--- config.mk ---
export PLATFORM = sky130hd
export DESIGN_NAME = posit_mult_core
export DESIGN_NICKNAME = d
export VERILOG_FILES = /design/src/rtl/posit_mult_core.sv
export SDC_FILE = /design/constraint.sdc
export NUM_CORES = 1
export LEC_CHECK = 0
export ABC_CLOCK_PERIOD_IN_PS = 10150
export CAP_MARGIN = 40
export CORE_MARGIN = 2
export CORE_UTILIZATION = 61
export CTS_CLUSTER_DIAMETER = 60
export DETAILED_ROUTE_END_ITERATION = 10
export PLACE_DENSITY = 0.95
export RECOVER_POWER = 50
export SYNTH_ARGS = -nofsm -noshare
export SYNTH_HDL_FRONTEND = slang
export SYNTH_SLANG_ARGS = --single-unit
--- constraint.sdc ---
create_clock -name clk -period 10.15 [get_ports clk]
set_clock_uncertainty 0.15 [all_clocks]
set_input_delay 1.5225 -clock clk [delete_from_list [all_inputs] [get_ports clk]]
set_output_delay 1.5225 -clock clk [all_outputs]
set_load 0.05 [all_outputs]
--- src/rtl/posit_mult_core.sv ---
// posit_mult_core: three-stage posit multiply core (scale decode, significand product, normalize)
module posit_mult_core #(
   parameter int N  = 8,
   parameter int es = 2,
   parameter int Bs = 3,
   localparam int MW = N - es,
   localparam int SW = Bs + es + 3
) (
   input  logic            clk,
   input  logic            rst,
   input  logic            in_valid,
   output logic            in_ready,
   input  logic            a_sign,
   input  logic            a_zero,
   input  logic            a_nar,
   input  logic            a_rc,
   input  logic [Bs-1:0]   a_regime,
   input  logic [es-1:0]   a_exp,
   input  logic [MW-1:0]   a_mant,
   input  logic            b_sign,
   input  logic            b_zero,
   input  logic            b_nar,
   input  logic            b_rc,
   input  logic [Bs-1:0]   b_regime,
   input  logic [es-1:0]   b_exp,
   input  logic [MW-1:0]   b_mant,
   output logic            out_valid,
   input  logic            out_ready,
   output logic            out_sign,
   output logic            out_zero,
   output logic            out_nar,
   output logic [SW-1:0]   out_scale,
   output logic [2*MW-1:0] out_frac,
   output logic            out_sticky
);
   logic            en;
   logic            v1_q, v2_q, v3_q;
   logic            sign_a_q, sign_b_q, zero_a_q, zero_b_q, nar_a_q, nar_b_q;
   logic [SW-1:0]   sc_a_q, sc_b_q;
   logic [MW:0]     sig_a_q, sig_b_q;
   logic [2*MW+1:0] prod_q;
   logic [SW-1:0]   sum_q;
   logic            sign2_q, zero2_q, nar2_q;
   logic            sign_q, zero_q, nar_q, sticky_q;
   logic [SW-1:0]   scale_q;
   logic [2*MW-1:0] frac_q;
   logic            sign_d, sticky_d, hi, special;
   logic [SW-1:0]   scale_d;
   logic [2*MW-1:0] frac_d;

   // regime run length and polarity folded with the exponent into one signed scale
   function automatic logic [SW-1:0] scale_f(input logic rc, input logic [Bs-1:0] rg, input logic [es-1:0] ex);
      logic [SW-1:0] k;
      k = {{(SW-Bs){1'b0}}, rg};
      k = rc ? k : -k;
      return (k << es) + {{(SW-es){1'b0}}, ex};
   endfunction

   // the whole pipe moves together; reset forces the output side empty so the input stays open
   assign out_valid  = v3_q && !rst;
   assign en         = !out_valid || out_ready;
   assign in_ready   = en;
   assign out_sign   = sign_q && !rst;
   assign out_zero   = zero_q && !rst;
   assign out_nar    = nar_q && !rst;
   assign out_sticky = sticky_q && !rst;
   assign out_scale  = rst ? '0 : scale_q;
   assign out_frac   = rst ? '0 : frac_q;

   // normalize the product; specials carry no payload
   always_comb begin
      hi       = prod_q[2*MW+1];
      special  = zero2_q || nar2_q;
      sign_d   = sign2_q && !special;
      frac_d   = special ? '0 : hi ? prod_q[2*MW:1] : prod_q[2*MW-1:0];
      sticky_d = !special && hi && prod_q[0];
      scale_d  = special ? '0 : sum_q + SW'(hi);
   end

   // three pipeline stages advancing on the shared enable
   always_ff @(posedge clk) begin
      if (rst) begin
         {v1_q, v2_q, v3_q} <= '0;
         {sign_a_q, sign_b_q, zero_a_q, zero_b_q, nar_a_q, nar_b_q} <= '0;
         {sc_a_q, sc_b_q, sig_a_q, sig_b_q} <= '0;
         {prod_q, sum_q, sign2_q, zero2_q, nar2_q} <= '0;
         {sign_q, zero_q, nar_q, sticky_q, scale_q, frac_q} <= '0;
      end else if (en) begin
         v1_q     <= in_valid;
         sign_a_q <= a_sign;
         sign_b_q <= b_sign;
         zero_a_q <= a_zero;
         zero_b_q <= b_zero;
         nar_a_q  <= a_nar;
         nar_b_q  <= b_nar;
         sc_a_q   <= scale_f(a_rc, a_regime, a_exp);
         sc_b_q   <= scale_f(b_rc, b_regime, b_exp);
         sig_a_q  <= {1'b1, a_mant};
         sig_b_q  <= {1'b1, b_mant};
         v2_q     <= v1_q;
         prod_q   <= {{(MW+1){1'b0}}, sig_a_q} * {{(MW+1){1'b0}}, sig_b_q};
         sum_q    <= sc_a_q + sc_b_q;
         sign2_q  <= sign_a_q ^ sign_b_q;
         nar2_q   <= nar_a_q || nar_b_q;
         zero2_q  <= (zero_a_q || zero_b_q) && !(nar_a_q || nar_b_q);
         v3_q     <= v2_q;
         sign_q   <= sign_d;
         zero_q   <= zero2_q;
         nar_q    <= nar2_q;
         sticky_q <= sticky_d;
         scale_q  <= scale_d;
         frac_q   <= frac_d;
      end
   end
endmodule

# Word level (Yosys, flattened, before mapping)

Index checks and enable logic that the tools add are counted.

Memories: 0
Bits in read-only memories: 0
Memory bits (writable): 0
Output and inout bits: 26
Logic and storage cells: 56
Flip-flop bits (word level): 88
Bits in latches: 0
Bits of input ports: 34

Reductions and logical operators: 17
Divide/modulo/power cells: 0
Shift operators: 0
Magnitude comparators: 0
Muxes and demuxes: 7
Bitwise operators: 1
Eq/ne operators: 0
Multipliers: 1
$add $sub $neg: 6

Operators by type and width:

| operator                                     | count |
|---|---|
| 12-bit 2-to-1 mux                            | 3 |
| 8-bit by 2-bit adder with 8-bit output       | 2 |
| 8-bit 2-to-1 mux                             | 2 |
| 7-bit by 7-bit multiplier with 14-bit output | 1 |
| 6-bit 2-to-1 mux                             | 2 |
| 3-bit negation with 6-bit output             | 2 |
| 1-bit logical AND                            | 9 |
| 8-bit by 1-bit adder with 8-bit output       | 1 |
| 8-bit adder                                  | 1 |
| 1-bit logical NOT                            | 4 |
| 1-bit logical OR                             | 4 |
| 1-bit XOR                                    | 1 |

# Longest topological paths before layout

Gate-level depths: netlist of the first run.

Depth after elaboration: 4
Mapped depth: 15

# Worst setup path after synthesis of the first run

Ideal clock, no wire load.

Path kind: input-to-output
From: in rst
To: out in_ready
Slack: 5.454 ns
Cell stages on the path: 4
Arrival time: 3.023 ns
Data required time: 8.477 ns
Buffers on the path: 1
Cell sequence: nor2b_1 > nor2b_4 > clkinv_2 > clkbuf_1

Word-level cells in the longest chain between the ends: 4

RTL lines:

| item              | RTL line | RTL |
|---|---|---|
| start, declared   | 10       | `input logic rst,` |
| 1-bit logical NOT | 60       | `assign out_valid = v3_q && !rst;` |
| 1-bit logical AND | 60       |  |
| 1-bit logical NOT | 61       | `assign en = !out_valid \|\| out_ready;` |
| 1-bit logical OR  | 61       |  |
| end, declared     | 12       | `output logic in_ready,` |

Every way passes these cells.

# Worst setup path in the final report of the first run

Same ends and word-level chain as after synthesis.

==> results.md, run 1 <==
- DR WL met3: 466 um
- Vias after detailed routing: 4254
- Share of post-route cells with drive strength above 1: 0.0495
- Worst vdd rail ir drop: 61.5 uV
- CTS H-Tree Depth: 3
- Total inserted antenna cells: 0
- Area share of the largest cell type after synthesis: 0.321
- Number of global-route vias before repair: 4101
- Post-synthesis share of cell area spent on full adders, half adders and majority gates: 0.201
- XOR/XNOR share of the synthesized area: 0.0264
- DPL Wire Length: roughly 7800 um
- Buffer cell driving the clock tree root: sky130_fd_sc_hd__clkbuf_8
- Min cycle time layout: 6.65 ns
- Total overflow reported by the global router: 0
- Last weighted congestion value of the routability-driven placer: 0.885
- Mux cell area share after synthesis: 0.0321
- Yosys Warn Count: 0
- Met2 WL post-DR: 5430 um
- R2r setup slk: ~5.5 ns
- Area of the core region: 8590 um^2
- Primary FF master, synth: sky130_fd_sc_hd__dfxtp_1
- Top post-synthesis cells by area: sky130_fd_sc_hd__dfxtp_1 32%, sky130_fd_sc_hd__ha_1 11%, sky130_fd_sc_hd__fa_1 9.4%, sky130_fd_sc_hd__nand2_1 7.9%, sky130_fd_sc_hd__and2_1 4.5%
- Buffers on Ports: 59
- Post-route antenna net violation count: 0
- Area of the die: between 9000 and 10000 um^2
- Post-CTS Setup Repair Bufs: 0
- Slew Limit Headroom: -1.64
- Post-route non-filler standard cell count: 754
- Synth unique cells: 48
- Most common cell after layout, fill and taps aside: sky130_fd_sc_hd__nand2_1
- First-pass GRT wire length: 18200 um
- Final layout net count: 745
- Worst reg2reg path startpoint: sig_a_q[6]
- Hold Fails Final Rpt: 0
- Initial Util: 0.617
- Class of the worst hold path: flop to flop
- Clock tree buffer depth: 2
- Largest family of logic cells by synthesized area: simple AND/OR/NAND/NOR gates
- Element type at the critical path start: input pin
- Count of flip-flops with a built-in enable after synthesis: 0
- RSZ-0062 raised after global routing: no
- Clock-pin transition on the worst setup and hold timing paths: approximately 0.090 ns
- Synth-to-Final Area Change: 15.2%
- Number of hold-repair buffers added at the cts stage: 0
- Complex-gate fraction of the synthesized area: 0.121
- Count of final max-slew check failures: 153
- Final cycle utilization of the critical path: 0.655
- Inst Count DP: 738
- Leak: 0.00268 uW
- Proportion of synthesized flip-flops having asynchronous set or reset: 0
- Die outline width: 97.2 um
- Required @ worst endpoint: 8.48 ns
- Pin count of the biggest net entering global routing: 102
- Most frequent cells in the layout: 111 x sky130_fd_sc_hd__nand2_1, 85 x sky130_fd_sc_hd__dfxtp_1, 58 x sky130_fd_sc_hd__clkdlybuf4s50_1
- Post_cts resized: 0
- Outcome: complete, but fails checks
- Endpoint of the worst-slack reg-to-reg timing path: prod_q[13]
- Total power divided by cell area: ~130 nW/um^2
- Number of design-rule violations left by the first detailed-router iteration: roughly 190
- Final sum of negative setup slack: 0 ns
- Worst hold path depth: 2
- Pre-antenna DRT Iters: 5
- Post-detailed-route via-to-cell ratio: 5.64
- Critical-path maximum fanout: 93
- WS Path Type: input pin to output pin
- Synthesized cell area: 5300 um^2
- Number of placement rows: 34
- Post-synthesis share of cell area spent on and, or, nand and nor gates: 0.249
- Type of destination of the critical path: output pin
- Highest signal layer in the routed design: met4
- Hold Path End: nar_q
- Slew at the pin closest to its max-slew limit: roughly 4 ns
- Avg Inst Size Synth: 8.84 um^2
- I/O pin count: 60
- Die H: 97.2 um
- Overall fraction of global-route tracks in use: 0.231
- Logic depth of the worst register-to-register path: 14
- Setup violations, final: 0
- Cell type contributing the most total cell area after synthesis: sky130_fd_sc_hd__dfxtp_1
- Number of buffers created by CTS: 9
- Average detailed-routed wire length per instance: 14.3 um
- Clock Sink Count: 85
- Violations in the final reports: capacitance limit, slew limit
- Count of maximum capacitance violations: 2
- Met1 Wirelength: 4650 um
- Maximum frequency from static timing analysis: 0.150 GHz
- Sequential-to-total area share from yosys stat: 0.321
- Instance count of the mapped netlist: 600
- Origin of the worst min-delay path: nar_q
- Endpoint arrival time on the critical path: 4.98 ns
- Number of nets in the synthesized netlist: approximately 700
- Initial antenna violation count: 0
- Yosys reg bits: 85
- Worst-Skew Late Latency: 0.37 ns
- Drt drc: 0
- Clock tree from TritonCTS: done
- Final wirelength: 10800 um
==> worst max-delay path by stage <==
stage,end,slack [ns],depth (start not counted),startpoint
final,in_ready,3.50,6,rst
after global routing,in_ready,3.28,6,rst
after CTS,in_ready,4.50,6,rst
after detailed placement,in_ready,4.51,6,rst
after global placement,in_ready,4.60,6,rst
after floorplan,in_ready,5.45,4,rst
==> cell type report <==
cell class,count,area (um^2)
fillers,613,2490
clock buffers,9,124
flip-flops and latches,85,1700
clock inverters,7,97.6
well taps,108,135
multi-input cells,452,3330
repair buffers,61,597
inverters,32,121
==> report_power, final <==
group	internal [uW]	switching, uW
Clock	140	131
Sequential	357	21.2
Combinational	70.0	80.1
Total	567	233
==> Yosys cell counts (2+ instances only) <==
| cell | number |
|---|---|
| sky130_fd_sc_hd__a211o_1 | 2 |
| sky130_fd_sc_hd__a211oi_1 | 8 |
| sky130_fd_sc_hd__a21o_1 | 4 |
| sky130_fd_sc_hd__a21oi_1 | 23 |
| sky130_fd_sc_hd__a22o_1 | 4 |
| sky130_fd_sc_hd__a311oi_1 | 2 |
| sky130_fd_sc_hd__and2_1 | 38 |
| sky130_fd_sc_hd__and3_1 | 3 |
| sky130_fd_sc_hd__buf_1 | 3 |
| sky130_fd_sc_hd__buf_2 | 14 |
| sky130_fd_sc_hd__clkbuf_1 | 13 |
| sky130_fd_sc_hd__dfxtp_1 | 85 |
| sky130_fd_sc_hd__fa_1 | 25 |
| sky130_fd_sc_hd__ha_1 | 45 |
| sky130_fd_sc_hd__inv_1 | 31 |
| sky130_fd_sc_hd__mux2i_1 | 17 |
| sky130_fd_sc_hd__nand2_1 | 111 |
| sky130_fd_sc_hd__nand3_1 | 5 |
| sky130_fd_sc_hd__nand3b_1 | 30 |
| sky130_fd_sc_hd__nor2_1 | 16 |
| sky130_fd_sc_hd__nor2b_1 | 27 |
| sky130_fd_sc_hd__nor3_1 | 10 |
| sky130_fd_sc_hd__nor4b_1 | 3 |
| sky130_fd_sc_hd__o211ai_1 | 6 |
| sky130_fd_sc_hd__o21a_1 | 2 |
| sky130_fd_sc_hd__o21ai_0 | 19 |
| sky130_fd_sc_hd__o21ai_2 | 10 |
| sky130_fd_sc_hd__o31ai_1 | 9 |
| sky130_fd_sc_hd__or4b_1 | 2 |
| sky130_fd_sc_hd__xnor2_1 | 8 |
| sky130_fd_sc_hd__xor2_1 | 8 |
==> through the flow <==
step / cell area [um^2] / hold slack (ns) / utilization / power, uW / setup WS, ns
finish: 6110 / 0.291 / 0.711 / 800 / 3.50
global route: 6110 / 0.310 / 0.711 / 837 / 3.28
CTS: 6120 / 0.294 / 0.712 / 801 / 4.50
detailed placement: 5900 / 0.281 / 0.686 / 533 / 4.51
global placement: 5900 / 0.267 / 0.686 / 523 / 4.60
floorplan: 5300 / 0.258 / - / 488 / 5.45
==> critical path, cell delays in order <==
cell                              delay, ns
sky130_fd_sc_hd__buf_2                 0.10
sky130_fd_sc_hd__buf_4                 0.35
sky130_fd_sc_hd__nor2b_1               0.26
sky130_fd_sc_hd__nor2b_1               0.24
sky130_fd_sc_hd__clkinvlp_2            1.37
sky130_fd_sc_hd__clkdlybuf4s50_1       1.10
==> layer usage <==
layer | up-vias | GRT usage
li1 | 2117 | -
met1 | 1992 | 0.275
met2 | 123 | 0.419
met3 | 22 | 0.0338
met4 | 0 | 0.0908
met5 | - | 0
==> sequential cells by signal, summed over array words and instances, names as in the netlist, 6 cells and up <==
name,cells
prod_q,14
frac_q,12
scale_q,8
sum_q,8
sc_a_q,7
sc_b_q,7
sig_a_q,7
sig_b_q,6
==> cell families (layout without fill, tap and decap cells) <==
| family | after synthesis | in the layout |
|---|---|---|
| adders and majority gates | 70 | 70 |
| buffers and inverters | 63 | 109 |
| muxes | 17 | 17 |
| xor gates and xnor gates | 16 | 16 |
| and+or+nand+nor | 253 | 253 |
| AOI/OAI and AO/OA | 96 | 96 |
| DFF | 85 | 85 |
Power figures use the tool's default switching activity.
==> run 2, diff against run 1 <==
Settings changed: ABC_CLOCK_PERIOD_IN_PS 10150 to 6100, CORE_UTILIZATION 61 to 52, PLACE_DENSITY 0.95 to 0.9.
Clock period 10.15 ns to 6.1 ns, I/O delays scaled along.
==> run 2 against run 1 <==
Against the previous run: the run still ends with capacitance limit, slew limit left; power rose by 65%; via count fell by 1.0%; cell count rose by 3.4%; sequential power grew 66%; first-iteration DRC count increased by 8.4%; largest cell class unchanged; largest power group unchanged.
==> results.md, run 2 (same netlist as run 1, synthesis figures left out) <==
- Outcome: complete, but fails checks
- Violations in the final reports: capacitance limit, slew limit
- Worst reg2reg path startpoint: sig_a_q[6]
- Initial antenna violation count: 0
- Proportion of power drawn by flip-flops and latches: 0.476
- Origin of the worst min-delay path: nar_q
- Buffers on Ports: 59
- Final wirelength: between 10000 and 15000 um
- Number of buffers created by CTS: 9
- Fraction of power spent switching nets: 0.287
- I/O pin count: 60
- CTS H-Tree Depth: 3
- Number of hold-repair buffers added at the cts stage: 0
- Number of global-route vias before repair: approximately 4100
- Net switching power: between 300 and 400 uW
- Slew at the pin closest to its max-slew limit: 2.03 ns
- WS Path Type: input pin to flop
- Drt drc: 0
- Vias after detailed routing: 4210
- Buffer cell driving the clock tree root: sky130_fd_sc_hd__clkbuf_8
- Post_cts resized: 0
- Clock-pin transition on the worst setup and hold timing paths: about 0.08 ns
- Largest registers: prod_q x14, frac_q x12
- Required @ worst endpoint: 6.23 ns
- Element type at the critical path start: input pin
- Area of the die: 11000 um^2
- Total overflow reported by the global router: 0
- RSZ-0062 raised after global routing: no
- Total power divided by cell area: 215 nW/um^2
- Class of the worst hold path: flop to flop
- Hold WS: 0.291 ns
- FILL cells: between 800 and 900
- Share of total power in the clock network: 0.335
- Most common cell after layout, fill and taps aside: sky130_fd_sc_hd__nand2_1
- Synth-to-Final Area Change: 15.7%
- Largest register FFs: 14
- Hold Fails Final Rpt: 0
- Min cycle time layout: 4.93 ns
- Internal power consumption: about 940 uW
- Logic depth of the worst register-to-register path: 14
- Endpoint of the worst-slack reg-to-reg timing path: prod_q[10]
- Leak: 0.00268 uW
- Maximum frequency from static timing analysis: roughly 0.2 GHz
- Most frequent cells in the layout: 111 x sky130_fd_sc_hd__nand2_1, 85 x sky130_fd_sc_hd__dfxtp_1, 58 x sky130_fd_sc_hd__clkdlybuf4s50_1
- First-pass GRT wire length: 18800 um
- Average detailed-routed wire length per instance: 13.9 um
- Post-route antenna net violation count: 0
- Initial Util: 0.540
- Final cycle utilization of the critical path: 0.808
- Number of design-rule violations left by the first detailed-router iteration: 207
- Clock tree from TritonCTS: done
- Die H: roughly 100 um
- Slew Limit Headroom: -0.355
- Clock tree buffer depth: 2
- Logic gate share of total power: 0.188
- Count of final max-slew check failures: 50
- Clock Sink Count: 85
- Worst hold path depth: 2
- Worst-Skew Late Latency: 0.37 ns
- Endpoint arrival time on the critical path: 5.06 ns
- Critical-path maximum fanout: slightly below 50
- Type of destination of the critical path: flop
- Setup violations, final: 0
- Total inserted antenna cells: 0
- Post-detailed-route via-to-cell ratio: 5.40
- Hold Path End: nar_q
- Pre-antenna DRT Iters: 5
- Pin count of the biggest net entering global routing: 73
- Area of the core region: 9820 um^2
- Last weighted congestion value of the routability-driven placer: 0.916
- DPL Wire Length: 7940 um
- Die outline width: 105 um
- R2r setup slk: 1.56 ns
- Critical Path Start: rst
- Number of placement rows: 36
- Share of post-route cells with drive strength above 1: 0.0464
- Post-CTS Setup Repair Bufs: 0
- Final layout net count: roughly 750
- Final sum of negative setup slack: 0 ns
- Worst vdd rail ir drop: 107 uV
- Overall fraction of global-route tracks in use: 0.207
- Count of maximum capacitance violations: 1
- Largest register by flop count: prod_q
run 2: stage by stage:
step	power (uW)	setup WS, ns	utilization	instance area, um^2	std cells
after global routing	1380	0.673	0.625	6140	780
after CTS	1330	1.57	0.629	6170	780
after global placement	872	1.71	0.604	5930	764
after floorplan	812	1.76	-	5300	600
after detailed placement	886	1.61	0.607	5960	765
final	1320	1.17	0.625	6140	780
run 2: routing by layer:
layer	up-vias	track usage	share of wire
met5	-	0	0
met4	0	0.0676	0.015
met3	19	0.0368	0.045
met2	108	0.365	0.48
met1	1966	0.254	0.46
li1	2117	-	-
run 2: layout make-up:
type                    count  area, um^2  area share
inverters                  32         121      0.0198
multi-input cells         452        3330       0.543
clock buffers              10         128      0.0208
clock inverters             5        85.1      0.0139
flip-flops and latches     85        1700       0.277
well taps                 133         166      0.0271
repair buffers             63         604      0.0985
run 2: power groups by stage:
stage          sequential [uW]  combinational [uW]  clock (uW)
2_1_floorplan              629                 183           0
3_3_place_gp               637                 235           0
3_5_place_dp               641                 246           0
4_1_cts                    629                 250         448
5_1_grt                    634                 279         470
6_report                   629                 249         443
run 2: worst max-delay path by stage:
stage                      end  slack (ns)  cells past startpoint
floorplan           prod_q[10]        1.76                     15
global placement    prod_q[10]        1.71                     14
detailed placement  prod_q[10]        1.61                     14
CTS                 prod_q[10]        1.57                     14
global route         frac_q[2]        0.67                      8
finish              frac_q[11]        1.17                      8
run 2: worst max-delay path, cell delays in order:
cell,delay (ns)
sky130_fd_sc_hd__clkbuf_1,0.94
sky130_fd_sc_hd__nor2b_1,0.27
sky130_fd_sc_hd__nor2b_1,0.26
sky130_fd_sc_hd__clkinv_2,0.06
sky130_fd_sc_hd__clkbuf_1,1.43
sky130_fd_sc_hd__nand2b_4,0.17
sky130_fd_sc_hd__or3_1,0.70
sky130_fd_sc_hd__o21ai_0,0.26
